**config.mk**
```make
export PLATFORM = sky130hd
export DESIGN_NAME = rr_arbiter_4
export DESIGN_NICKNAME = d
export VERILOG_FILES = /design/src/rtl/arb_pkg.sv /design/src/rtl/rr_pick4.sv /design/src/rtl/rr_arbiter_4.sv
export SDC_FILE = /design/constraint.sdc
export NUM_CORES = 1
export LEC_CHECK = 0
export ABC_AREA = 1
export CORE_AREA = 3 3 40 42
export DETAILED_ROUTE_END_ITERATION = 10
export DIE_AREA = 0 0 43 45
export DONT_BUFFER_PORTS = 1
export PLACE_DENSITY = 0.48
export SLEW_MARGIN = 0
export SYNTH_ARGS = -nofsm -noshare
export SYNTH_HDL_FRONTEND = slang
export SYNTH_SLANG_ARGS = --single-unit
```
**constraint.sdc**
```tcl
create_clock -name clk_in -period 3.4 [get_ports clk_in]
set_input_delay 0.85 -clock clk_in [delete_from_list [all_inputs] [get_ports clk_in]]
set_output_delay 0.85 -clock clk_in [all_outputs]
set_load 0.02 [all_outputs]
```
**src/rtl/arb_pkg.sv**
```systemverilog
// Shared types and constants for the four-requester round-robin arbiter.
package arb_pkg;
  localparam int N_REQ = 4;
  localparam int IDX_W = 2;

  typedef enum logic {ST_IDLE, ST_GRANT} arb_state_t;

  // Requester 0 must win first after reset, so the search starts just past 3.
  localparam logic [IDX_W-1:0] LAST_RST = 2'd3;
endpackage

```
**src/rtl/rr_pick4.sv**
```systemverilog
// Combinational round-robin pick: first requester after `last`, wrapping mod 4.
module rr_pick4
  import arb_pkg::*;
(
  input  logic [N_REQ-1:0] req,
  input  logic [IDX_W-1:0] last,
  output logic [IDX_W-1:0] idx,
  output logic             found
);

  logic [IDX_W-1:0] cand;

  // Walk from farthest to nearest so the nearest hit after `last` is the one kept.
  always_comb begin
    idx   = last;
    found = 1'b0;
    cand  = '0;
    for (int k = N_REQ; k >= 1; k--) begin
      cand = last + IDX_W'(k);
      if (req[cand]) begin
        idx   = cand;
        found = 1'b1;
      end
    end
  end

endmodule

```
**src/rtl/rr_arbiter_4.sv**
```systemverilog
// Four-requester round-robin arbiter with registered owner index and grant valid.
// Optional forced release after MAX_HOLD cycles when ARB_TIMEOUT_EN is defined.
module rr_arbiter_4
  import arb_pkg::*;
#(
  parameter int MAX_HOLD = 16,
  parameter int CNT_W    = 8
) (
  input  logic             clk_in,
  input  logic             rst_in,
  input  logic [N_REQ-1:0] req_in,
  input  logic             done_in,
  output logic [IDX_W-1:0] sel_out,
  output logic             en_out,
  output logic             timeout_out
);

  arb_state_t       state_q, state_d;
  logic [IDX_W-1:0] sel_q, sel_d;
  logic [IDX_W-1:0] last_q, last_d;
  logic [IDX_W-1:0] pick_idx;
  logic             pick_found;
  logic             release_w;

  rr_pick4 u_pick (
    .req   (req_in),
    .last  (last_q),
    .idx   (pick_idx),
    .found (pick_found)
  );

`ifdef ARB_TIMEOUT_EN
  logic [CNT_W-1:0] cnt_q, cnt_d;
  logic             force_rel;
  logic             timeout_q;
  localparam logic [CNT_W-1:0] CNT_LAST = CNT_W'(MAX_HOLD - 1);
`else
  logic [CNT_W-1:0] unused_hold_cfg;
  assign unused_hold_cfg = CNT_W'(MAX_HOLD);
`endif

  always_ff @(posedge clk_in or posedge rst_in) begin
    if (rst_in) begin
      state_q   <= ST_IDLE;
      sel_q     <= '0;
      last_q    <= LAST_RST;
`ifdef ARB_TIMEOUT_EN
      cnt_q     <= '0;
      timeout_q <= 1'b0;
`endif
    end else begin
      state_q   <= state_d;
      sel_q     <= sel_d;
      last_q    <= last_d;
`ifdef ARB_TIMEOUT_EN
      cnt_q     <= cnt_d;
      timeout_q <= force_rel;
`endif
    end
  end

  always_comb begin
    state_d   = state_q;
    sel_d     = sel_q;
    last_d    = last_q;
    release_w = 1'b0;
`ifdef ARB_TIMEOUT_EN
    cnt_d     = cnt_q;
    force_rel = 1'b0;
`endif
    case (state_q)
      ST_IDLE: begin
        if (pick_found) begin
          state_d = ST_GRANT;
          sel_d   = pick_idx;
          last_d  = pick_idx;
`ifdef ARB_TIMEOUT_EN
          cnt_d   = '0;
`endif
        end
      end
      ST_GRANT: begin
        release_w = done_in || !req_in[sel_q];
`ifdef ARB_TIMEOUT_EN
        force_rel = !release_w && (cnt_q == CNT_LAST);
        release_w = release_w || force_rel;
`endif
        // last_q equals the owner here, so the owner is searched last.
        if (release_w) begin
          if (pick_found) begin
            sel_d  = pick_idx;
            last_d = pick_idx;
`ifdef ARB_TIMEOUT_EN
            cnt_d  = '0;
`endif
          end else begin
            state_d = ST_IDLE;
          end
        end else begin
`ifdef ARB_TIMEOUT_EN
          if (cnt_q != CNT_LAST) cnt_d = cnt_q + 1'b1;
`endif
        end
      end
      default: state_d = ST_IDLE;
    endcase
  end

  always_comb begin
    sel_out = sel_q;
    en_out  = (state_q == ST_GRANT);
`ifdef ARB_TIMEOUT_EN
    timeout_out = timeout_q;
`else
    timeout_out = 1'b0;
`endif
  end

endmodule

```
==> results by group <==
Synth
  • Post-synth ARST share: 100%
  • Post-Synthesis Cells: 83
  • Number of library cell types mapped by synthesis: 15
  • Top FF cell, synth: dfrtp_1
  • Post-synthesis sequential area ratio: 27.2%
  • FF+latch count, synth: 5
  • Ys Warns: 0
  • Syn_area_per_cell: 5.65 um^2
  • Syn nets: 90
  • Post-synth EDFFs: 0
  • Post-Syn Area: 469 um^2

Global routing
  • GRT Total Usage: 13.7%
  • Met3 GRT Util: 4.38%
  • GRT Residual Overflow: 0
  • Largest net degree at the start of global routing: 13
  • GR Util met2: 21.6%
  • M1 GR Usage: 14.7%
  • Initial antenna violation count: 0
  • First-pass GRT wire length: 1860 um
  • Vias in the first global route: 447
  • Top Usage Layer GRT: met2

Run
  • Max-Cap Viols: 0

Timing
  • Final hold vios: 0
  • Clk_skew: 0.00253 ns
  • Fmax: 618 MHz
  • Worst setup margin: 1.78 ns
  • RSZ-0062 raised after global routing: no
  • Final setup vio count: 0
  • Final cycle utilization of the critical path: 47.6%
  • Slew Viols, Final: 0
  • Hold slack: 0.390 ns
  • Setup tns final: 0 ns
  • Post-route minimum period: 1.62 ns

Power
  • Peak supply drop: 0.000372 V
  • Seq pwr share: 32.7%
  • Leak Pwr: 0.286 nW
  • Switching Share: 53.0%
  • Cell Pwr Density: 1040 nW/um^2
  • Clock share of power: 13.1%
  • Internal Power: 0.241 mW
  • Combinational share of power: 54.2%
  • Switching pwr: 0.272 mW

Clocking
  • Clock Tree Buf Depth: 2
  • CTS tree: yes
  • Hold_buf cts: 0
  • CTS HTree Levels: 1
  • Resized Gates After CTS: 0
  • CTS Root Cell: clkbuf_4
  • Clock transition at path regs: 0.04 ns
  • Skew-Pair Late Insertion Delay: 0.24 ns
  • Postcts setup bufs: 0
  • Clk sinks: 5
  • Cts bufs inserted: 3

Placed design
  • DP Area: 469 um^2
  • Gpl congestion: 0.810
  • I/O Buffers: 0
  • Post-placement setup slack: 1.74 ns
  • Post-DP HPWL: 826 um

Setup path
  • WP data required: 2.55 ns
  • Data arrival time of the worst path: 0.77 ns
  • Element type at the critical path end: output pin
  • Highest fanout seen on the critical path: 5
  • CP Class: reg -> out
  • Worst setup SP type: flip-flop

Floorplan
  • Row cnt: 13
  • Initial core utilization: 36.5%
  • Die Area: 1940 um^2
  • Die Wd: 43 um
  • IO Count: 11
  • Die span in y: 45 um
  • Core box area: 1280 um^2

Finish
  • Final Util: 38.6%
  • # diodes: 0
  • Fraction of layout cells with a size suffix above 1: 12.9%
  • # fillers: 165
  • Area Growth Syn to Fin: 5.60%
  • Commonest cells after routing, fill and taps aside: 43 x nand2_1, 10 x inv_1, 8 x nand3_1
  • Post-layout net count: 93
  • Most common cell after layout, fill and taps aside: nand2_1
  • Final non-filler cell area: 495 um^2

Run status
  • Status: finished, final reports clean

Routing
  • Initial DRC count: 6
  • Routed len/inst: 10.0 um
  • Antenna viol nets, final: 0
  • Routed WL: 1000 um
  • Detailed-route DRC error count: 0
  • Total number of vias: 467
  • Drt first pass iters: 4
  • Vias/cell: 4.67

Hold path
  • Hold Crit Class: in -> async
layer usage:
layer	vias up	wire, um
met4	0	40
li1	254	-
met3	5	29
met1	200	439
met2	8	494
met5	-	0
per-stage QoR:
step | std cells | total power, mW
floorplan | 83 | 0.399
global placement | 96 | 0.455
detailed placement | 96 | 0.448
CTS | 100 | 0.518
global route | 100 | 0.586
finish | 100 | 0.513
state kept, by name, summed over array words and instances (netlist names):
register and flops:
en_out 1, last_q 2, sel_out 2
power groups by stage:
stage | clock (mW) | combinational [mW] | sequential (mW)
after CTS | 0.0703 | 0.280 | 0.168
after detailed placement | 0 | 0.279 | 0.169
after floorplan | 0 | 0.257 | 0.142
after global placement | 0 | 0.284 | 0.171
final | 0.0670 | 0.278 | 0.168
after global routing | 0.0797 | 0.330 | 0.177
final timing paths:
kind / from / end / slack [ns] / cells after the start
worst max-delay path: sel_out[0]$_DFFE_PP0P_ / sel_out[0] / 1.78 / 0
worst min-delay path: rst_in / sel_out[0]$_DFFE_PP0P_ / 0.39 / 1
worst max register to register: last_q[0]$_DFFE_PP1P_ / last_q[1]$_DFFE_PP1P_ / 1.90 / 8
worst min register to register: last_q[1]$_DFFE_PP1P_ / last_q[1]$_DFFE_PP1P_ / 0.54 / 2
max in group asynchronous: rst_in / last_q[1]$_DFFE_PP1P_ / 2.77 / 1
min in group clk_in: last_q[1]$_DFFE_PP1P_ / last_q[1]$_DFFE_PP1P_ / 0.54 / 2
cell usage after synthesis (2+ instances only):
master / instances / area share [%]
nand2_1: 43 / 34
inv_1: 10 / 8.0
dfrtp_1: 3 / 16
inv_2: 2 / 1.6
nor2_1: 2 / 1.6
dfstp_2: 2 / 11
o21ai_0: 5 / 5.3
nand2_2: 2 / 2.7
nand3_1: 8 / 8.5
final cells by class:
class	instances	area, um^2	area share (%)
clock buffer	4	26.3	5.30
inverter	12	45.0	9.09
multi-input combinational	64	278	56.1
sequential	5	128	25.8
tap	15	18.8	3.79
cell families (layout without fill, tap and decap cells):
kind of cell / after synthesis / in the layout / synth area share, %
buffers and inverters: 14 / 16 / 13.6
and+or+nand+nor: 56 / 56 / 48.5
AOI/OAI and AO/OA: 7 / 7 / 9.87
other: 1 / 1 / 0.799
DFF: 5 / 5 / 27.2
Power figures use the tool's default switching activity.
